===== src/rtl/serial_adder_pkg.sv =====
// Shared types and helpers for the digit-serial adder.
package serial_adder_pkg;

    // Control FSM encoding
    typedef enum logic {
        S_IDLE = 1'b0,
        S_RUN  = 1'b1
    } state_e;

    // Digit counter width: enough bits to count 0..n-1, never narrower than one bit
    function automatic int unsigned cnt_width(input int unsigned n);
        return (n > 1) ? $clog2(n) : 1;
    endfunction

endpackage


===== src/rtl/adder_digit.sv =====
// Combinational DIGIT-bit ripple-carry slice; also exports the carry into its top bit.
module adder_digit #(
    parameter int unsigned DIGIT = 1
) (
    input  logic [DIGIT-1:0] x,
    input  logic [DIGIT-1:0] y,
    input  logic             ci,
    output logic [DIGIT-1:0] s,
    output logic             co,
    output logic             c_msb
);

    // Ripple through the digit; c_msb ends up holding the carry entering bit DIGIT-1
    always_comb begin
        logic carry;
        s     = '0;
        co    = 1'b0;
        c_msb = 1'b0;
        carry = ci;
        for (int i = 0; i < int'(DIGIT); i++) begin
            c_msb = carry;
            s[i]  = x[i] ^ y[i] ^ carry;
            carry = (x[i] & y[i]) | (carry & (x[i] ^ y[i]));
        end
        co = carry;
    end

endmodule


===== src/rtl/serial_adder_n.sv =====
// Multi-cycle adder: a + b + cin over WIDTH bits, DIGIT bits per clock through one reused slice.
module serial_adder_n
    import serial_adder_pkg::*;
#(
    parameter int unsigned WIDTH = 8,
    parameter int unsigned DIGIT = 1
) (
    input  logic             clk,
    input  logic             rst,
    input  logic             start,
    input  logic [WIDTH-1:0] a,
    input  logic [WIDTH-1:0] b,
    input  logic             cin,
    output logic             busy,
    output logic             done,
    output logic [WIDTH-1:0] sum,
    output logic             cout,
    output logic             overflow
);

    localparam int unsigned N  = (DIGIT == 0) ? 1 : WIDTH / DIGIT;
    localparam int unsigned CW = cnt_width(N);
    localparam logic [CW-1:0] LAST = CW'(N - 1);

    // Reject illegal digit sizes at elaboration
    if (DIGIT == 0 || DIGIT > WIDTH || (WIDTH % DIGIT) != 0) begin : g_bad_params
        $error("serial_adder_n: DIGIT must divide WIDTH and satisfy 1 <= DIGIT <= WIDTH");
    end

    state_e           state_q;
    state_e           state_d;
    logic             accept_c;
    logic             step_c;
    logic             last_c;

    logic [WIDTH-1:0] a_q;
    logic [WIDTH-1:0] b_q;
    logic             carry_q;
    logic [WIDTH-1:0] sum_sh_q;
    logic [CW-1:0]    cnt_q;

    logic [DIGIT-1:0] dig_s;
    logic             dig_co;
    logic             dig_cmsb;
    logic [WIDTH-1:0] sum_nxt_c;

    // The single reused ripple slice works on the low digit of the operand shifters
    adder_digit #(
        .DIGIT (DIGIT)
    ) u_digit (
        .x     (a_q[DIGIT-1:0]),
        .y     (b_q[DIGIT-1:0]),
        .ci    (carry_q),
        .s     (dig_s),
        .co    (dig_co),
        .c_msb (dig_cmsb)
    );

    // New digit enters from the MSB side; the oldest DIGIT bits drop off the bottom
    assign sum_nxt_c = WIDTH'({dig_s, sum_sh_q} >> DIGIT);

    // Next-state and per-cycle control decode
    always_comb begin
        state_d  = state_q;
        accept_c = 1'b0;
        step_c   = 1'b0;
        last_c   = 1'b0;
        case (state_q)
            S_IDLE: begin
                if (start) begin
                    accept_c = 1'b1;
                    state_d  = S_RUN;
                end
            end
            S_RUN: begin
                step_c = 1'b1;
                if (cnt_q == LAST) begin
                    last_c  = 1'b1;
                    state_d = S_IDLE;
                end
            end
            default: state_d = S_IDLE;
        endcase
    end

    // State register
    always_ff @(posedge clk) begin
        if (rst) begin
            state_q <= S_IDLE;
        end else begin
            state_q <= state_d;
        end
    end

    // Operand/sum shifters, carry, digit counter and registered outputs
    always_ff @(posedge clk) begin
        if (rst) begin
            a_q      <= '0;
            b_q      <= '0;
            carry_q  <= 1'b0;
            sum_sh_q <= '0;
            cnt_q    <= '0;
            busy     <= 1'b0;
            done     <= 1'b0;
            sum      <= '0;
            cout     <= 1'b0;
            overflow <= 1'b0;
        end else begin
            done <= 1'b0;
            if (accept_c) begin
                a_q     <= a;
                b_q     <= b;
                carry_q <= cin;
                cnt_q   <= '0;
                busy    <= 1'b1;
            end
            if (step_c) begin
                a_q      <= a_q >> DIGIT;
                b_q      <= b_q >> DIGIT;
                carry_q  <= dig_co;
                sum_sh_q <= sum_nxt_c;
                cnt_q    <= cnt_q + CW'(1);
            end
            if (last_c) begin
                sum      <= sum_nxt_c;
                cout     <= dig_co;
                overflow <= dig_co ^ dig_cmsb;
                done     <= 1'b1;
                busy     <= 1'b0;
                cnt_q    <= '0;
            end
        end
    end

endmodule


===== config.mk =====
export PLATFORM = sky130hd
export DESIGN_NAME = serial_adder_n
export DESIGN_NICKNAME = d
export VERILOG_FILES = /design/src/rtl/serial_adder_pkg.sv /design/src/rtl/adder_digit.sv /design/src/rtl/serial_adder_n.sv
export SDC_FILE = /design/constraint.sdc
export NUM_CORES = 1
export LEC_CHECK = 0
export ABC_AREA = 1
export BUFFER_PORTS_ARGS = -buffer_cell sky130_fd_sc_hd__buf_4
export CORE_ASPECT_RATIO = 1.5
export CORE_MARGIN = 2
export CORE_UTILIZATION = 48
export CTS_CLUSTER_SIZE = 10
export DETAILED_ROUTE_END_ITERATION = 6
export GPL_TIMING_DRIVEN = 0
export PLACE_DENSITY_LB_ADDON = 0.3
export SETUP_SLACK_MARGIN = 0.5
export SLEW_MARGIN = 30
export SYNTH_ARGS = -nofsm -noshare
export SYNTH_HDL_FRONTEND = slang
export SYNTH_SLANG_ARGS = --single-unit

===== constraint.sdc =====
create_clock -name clk -period 1.2 [get_ports clk]
set_input_delay 0.3 -clock clk [delete_from_list [all_inputs] [get_ports clk]]
set_output_delay 0.3 -clock clk [all_outputs]
set_load 0.02 [all_outputs]

==> results.cfg, run 1 <==
[run_status]
status = finished clean

[clocking]
clock_path_buffers = 2
cts_tree = done
ctsRootBufferMaster = clkbuf_8
clkSinkCount = 40
clkLatencyLatePin_ns = 0.30
htreeDepth = 2
clk_pin_slew_ns = 0.08
cts_inserted_buffers = 5

[route]
wirelength_um = 4052
drc = 0
drt-wirelength-per-cell_um = 12.99
post_drt_via_cell_ratio = 5.045
via_count = 1574
drt_iter0_markers = 22
firstDrtPassIters = 4
drtAntennaViolNets = 0

[run]
max_cap_violations = 0

[synthesis]
synth_compound_area_frac = 0.05589
synth-seq-cells = 40
ys_warn_count = 0
synth_top_family_by_area = simple AND/OR/NAND/NOR gates
synth.distinct_cells = 19
syn_area_per_cell_sq_um = 7.429
synthSimpleGateAreaFrac = 0.3225
syn_area_sq_um = 1657
yosys-top-cells-area = dfxtp_1, nand2_1, nand3_1
ys_seq_area_frac = 0.4834
synth_xor_area_frac = 0.005287
synth-adder-area-share = 0.02719
synthMuxAreaShare = 0
synth_nets = 246
synthCells = 223
synth_top_area_frac = 0.4834
synth_top_area_cell = dfxtp_1

[global_route]
antenna_found_initial = 0
grt_max_degree = 15
grt_pass1_vias = 1500
grt.overflow.total = 0
track_usage = 0.2140
grt_first_pass_wirelength_um = 6396

[floorplan]
row_count = 26
initial_core_util = 0.4944
die_x_um = 51.97
dieArea_sq_um = 3947
die_y_um = 75.95
core_area_sq_um = 3351
ios = 32

[pwr]
pwr-share-seq = 0.477
finalPower_w = 0.003026
power.switching_w = 0.0007977
worst_ir_drop_vdd_uv = 1007
internal_power_w = 0.002228
power_density_nw_per_um2 = 1211
p_clk_frac = 0.375
power.leakage_nw = 1.357
switching_share = 0.2637
p_comb_frac = 0.147

[setup_path]
path_class = register to register
critPathArrivalTime_ns = 1.42
cp.required_ns = 1.43
critPathMaxFanout = 5
endpoint_kind = register
worst_setup_path_start_kind = register

[finish]
final_layout_size_suffix_gt1_frac = 0.4889
nets = 292
syn_to_final_growth_pct = 50.83
n_antenna_cell = 0

[sta]
period_minus_slack_ns = 1.184
min_period_over_period = 0.9869
max_freq_mhz = 844.4
drv_slew = 0
tightest_slew_ns = 0.2088
setup-violations-final = 0
slew_headroom = 0.8593
final_hold_viol_count = 0
rsz0062_at_grt = true
timing.final.ws_setup_ns = 0.01578
fin_skew_ns = 0.002939

[placement]
dp_hpwl_um = 2331
place.port_buffers = 30
dp_worst_setup_slack_ns = 0.0005578
place.gp.congestion = 0.7469

[min_path]
min_path_type = primary input to register
[cell type report]
type / count / area, sq um
multi-input cells: 149 / 928.4
repair buffers: 39 / 361.6
plain buffers: 11 / 123.9
inverters: 23 / 86.33
well taps: 42 / 52.55
fillers: 259 / 852.1
clock buffers: 5 / 68.82
clock inverters: 3 / 47.55
flip-flops and latches: 40 / 829.5
[cells in the final DEF, fill, tap and decap left out, types with 3 or more instances in the layout]
| cell | instances |
|---|---|
| nand2_1 | 55 |
| nand2_4 | 12 |
| o21ai_0 | 3 |
| nand2_2 | 8 |
| buf_6 | 20 |
| nand3_1 | 13 |
| o21ai_2 | 3 |
| inv_1 | 17 |
| buf_4 | 24 |
| dfxtp_2 | 14 |
| dfxtp_4 | 3 |
| o21ai_1 | 6 |
| nand3_2 | 17 |
| inv_2 | 6 |
| nor2_1 | 18 |
| a21oi_2 | 3 |
| clkbuf_8 | 5 |
| dfxtp_1 | 23 |
[cells in the mapped netlist]
cell type,instances
dfxtp_1,40
o21ai_1,6
inv_2,2
buf_4,1
nor2_4,1
nand2_1,72
buf_2,5
xnor2_1,1
o21ai_0,6
a21oi_2,2
a21oi_1,3
inv_1,21
buf_6,5
nand2_2,3
nor2_1,21
ha_1,2
nor3_1,1
nand3_1,30
fa_1,1
[metal layers]
metal	global-route usage	share of wire	up-vias
li1	-	-	786
met1	0.2269	0.38	727
met2	0.3722	0.55	47
met3	0.05512	0.037	14
met4	0.1079	0.035	0
met5	0	0	-
[sequential cells by signal, indices dropped and copies added, names as in the netlist]
register,count
overflow,1
cnt_q,3
sum,8
a_q,8
done,1
sum_sh_q,7
cout,1
carry_q,1
busy,1
b_q,8
state_q,1
[worst max-delay path, cell delays in order (launching register included)]
cell and delay (ns):
dfxtp_2 0.34, ha_4 0.16, ha_4 0.15, nand2_2 0.05
inv_2 0.05, nor2_4 0.13, buf_6 0.13, nand2_1 0.04
o21ai_1 0.07
[path summary, 6_finish.rpt]
path,from,endpoint,slack [ns],depth (start not counted)
min,b[7],b_q[7],0.23,3
max reg2reg,cnt_q[0],sum[6],0.02,8
max,cnt_q[0],sum[6],0.02,8
min reg2reg,sum[2],sum[2],0.45,2
[cells by family (layout without fill, tap and decap cells)]
group           Yosys count  count (layout)
compound gates           17              17
fa+ha+maj                 3               3
flops                    40              40
xor+xnor                  1               1
simple gates            128             128
buf+inv                  34              81
[power by group through the flow]
stage               Clock [W]  Sequential (W)  Combinational (W)
detailed placement          0         0.00146           0.000329
finish                0.00114         0.00144           0.000445
floorplan                   0         0.00146           0.000225
global placement            0         0.00146           0.000323
CTS                   0.00114         0.00144           0.000410
global route          0.00121         0.00145           0.000483
[metrics by stage]
stage,hold WS (ns),instances,TNS [ns],instance area (sq um),utilization
floorplan,0.4167,223,0,1762,-
detailed placement,0.4224,295,0,2039,0.6087
global placement,0.4204,295,0,2039,0.6087
finish,0.2295,312,0,2499,0.7457
global route,0.2359,312,-0.2866,2499,0.7457
CTS,0.2312,309,-0.0006590,2414,0.7203
[timing repair]
action / in CTS / in global routing
setup buffers: 3 / 3
resized for setup: 58 / 17
pin swaps: 10 / 3
cloned: 3 / 0
hold buffers: 0 / 0
setup endpoints to repair: 52 / 52
(Power assumes the default switching activity.)
==> inputs of run 2 (changes only) <==
- SYNTH_HIERARCHICAL: unset -> 1
==> run 2 against run 1 <==
Net effect:
- setup slack lost 0.041 ns
- critical endpoint is now overflow
- hold slack better by 0.017 ns
- global-route usage up 1.5 points
- the run now ends with negative setup slack left
==> results.cfg, run 2 <==
[run_status]
status = complete, but fails checks
violations = negative setup slack

[clocking]
ctsRootBufferMaster = clkbuf_8
htreeDepth = 2
cts_inserted_buffers = 5
clkSinkCount = 40
cts_tree = done
clk_pin_slew_ns = 0.07
clkLatencyLatePin_ns = 0.30
clock_path_buffers = 2

[pwr]
power_density_nw_per_um2 = 1065
switching_share = 0.2684
power.leakage_nw = 1.462
worst_ir_drop_vdd_uv = 1203
pwr-share-seq = 0.485
internal_power_w = 0.002183
power.switching_w = 0.0008006
p_comb_frac = 0.207
p_clk_frac = 0.307

[placement]
placed_cell_area_sq_um = 2083
dp_hpwl_um = 2523
place.gp.congestion = 0.7411
place.port_buffers = 30

[floorplan]
dieArea_sq_um = 3974
core_area_sq_um = 3383
die_y_um = 76.22
initial_core_util = 0.4933
ios = 32
die_x_um = 52.15
row_count = 26

[finish]
fillers = 189
multi_input_area_sq_um = 1012
final_area_sq_um = 2801
final_layout_size_suffix_gt1_frac = 0.5345
syn_to_final_growth_pct = 67.84
nets = 297
n_antenna_cell = 0
reg.largest.list = a_q x8, b_q x8, sum x8
seqCellArea_sq_um = 822.0
final_util = 0.8280
layout_common_cells = nand2_1, dfxtp_1, buf_4, nand3_2, inv_1
final_common_cell = nand2_1

[synthesis]
ys_warn_count = 6
yosys-top-cells-area = dfxtp_1, nand2_1, nand3_1
synthCells = 222
async_flop_share = 0
synth_nets = 245
synth-seq-cells = 40
synth_edf_count = 0
synth_top_area_frac = 0.4798
synth_most_common_cell = nand2_1
synth.distinct_cells = 19
ys_top_cells_by_count = nand2_1, dfxtp_1, nand3_1
ys_seq_area_frac = 0.4798
syn_area_sq_um = 1669
synth_top_area_cell = dfxtp_1
synth_flop_cell = dfxtp_1
syn_area_per_cell_sq_um = 7.518

[sta]
drv_slew = 0
setup-violations-final = 10
final_hold_viol_count = 0
tightest_slew_ns = 0.2644
rsz0062_at_grt = true
max_freq_mhz = 816.4
fin_skew_ns = 0.008438
min_period_over_period = 1.021
period_minus_slack_ns = 1.225
slew_headroom = 0.8218
timing.final.ws_setup_ns = -0.02485

[global_route]
antenna_found_initial = 0
grt_pass1_vias = 1498
grt_first_pass_wirelength_um = 6665
grt_max_degree = 12
track_usage = 0.2291
grt.overflow.total = 0

[route]
firstDrtPassIters = 4
drt_iter0_markers = 45
via_count = 1625
drt-wirelength-per-cell_um = 15.57
drtAntennaViolNets = 0
wirelength_um = 4935
post_drt_via_cell_ratio = 5.126
drc = 0

[setup_path]
reg2reg_slack_ns = -0.02
worst_setup_path_start_kind = register
critPathArrivalTime_ns = 1.45
cp.required_ns = 1.42
endpoint_kind = register
path_class = register to register
critPathMaxFanout = 5

[run]
max_cap_violations = 0

[min_path]
min_path_type = primary input to register
-- run 2: kinds of logic (layout without fill, tap and decap cells) --
| logic type | count (synthesis) | after routing | share of synthesized area |
|---|---|---|---|
| and+or+nand+nor | 118 | 118 | 0.3013 |
| xor gates and xnor gates | 1 | 1 | 0.005248 |
| DFF | 40 | 40 | 0.4798 |
| AOI/OAI and AO/OA | 22 | 22 | 0.06597 |
| adders and majority gates | 3 | 3 | 0.02698 |
| buffers and inverters | 38 | 91 | 0.1207 |
-- run 2: path summary, 6_finish.rpt --
| path | from | endpoint | cells after the start |
|---|---|---|---|
| max reg2reg | cnt_q[0] | overflow | 8 |
| max | cnt_q[0] | overflow | 8 |
| min reg2reg | cout | cout | 2 |
| min | b[7] | b_q[7] | 3 |
-- run 2: per-layer routing --
layer,global-route usage,up-vias,wire (um)
met4,0.1410,0,143
li1,-,800,-
met3,0.07451,9,189
met2,0.3899,47,2750
met5,0,-,0
met1,0.2309,769,1851
-- run 2: timing repair --
| action | in CTS | in global routing |
|---|---|---|
| pin swaps | 5 | 10 |
| cloned | 3 | 3 |
| gates resized for setup | 33 | 65 |
| setup buffers | 7 | 2 |
| hold buffers | 0 | 0 |
| setup endpoints to repair | 52 | 52 |
-- run 2: worst max-delay path, cell delays in order, from the launching register on --
cell,delay (ns)
dfxtp_2,0.34
ha_4,0.16
ha_4,0.15
nand2_4,0.06
inv_4,0.04
nor2_4,0.13
buf_6,0.14
nand2_1,0.04
o21ai_1,0.07
-- run 2: final cells by class --
class	count	area share
sequential	40	0.2934
tap	42	0.01876
buffer	13	0.05985
clock buffer	8	0.03216
inverter	25	0.03886
multi-input combinational	144	0.3613
timing repair buffer	45	0.1956
-- run 2: power groups by stage --
stage          logic [W]  clock network, W  registers (W)
6_report        0.000619          0.000917        0.00145
5_1_grt         0.000659          0.000999        0.00145
4_1_cts         0.000476          0.000924        0.00143
3_3_place_gp    0.000349                 0        0.00145
2_1_floorplan   0.000249                 0        0.00145
3_5_place_dp    0.000358                 0        0.00146
-- run 2: metrics by stage --
step	cells	hold WS [ns]	setup TNS [ns]	power, W	worst slack, ns
floorplan	222	0.4169	0	0.001701	0.08902
global placement	294	0.4190	0	0.001803	0.03655
detailed placement	294	0.4263	0	0.001814	0.01996
CTS	312	0.2472	0	0.002828	0.001632
global route	317	0.2563	-0.6464	0.003111	-0.07368
finish	317	0.2468	-0.1057	0.002983	-0.02485
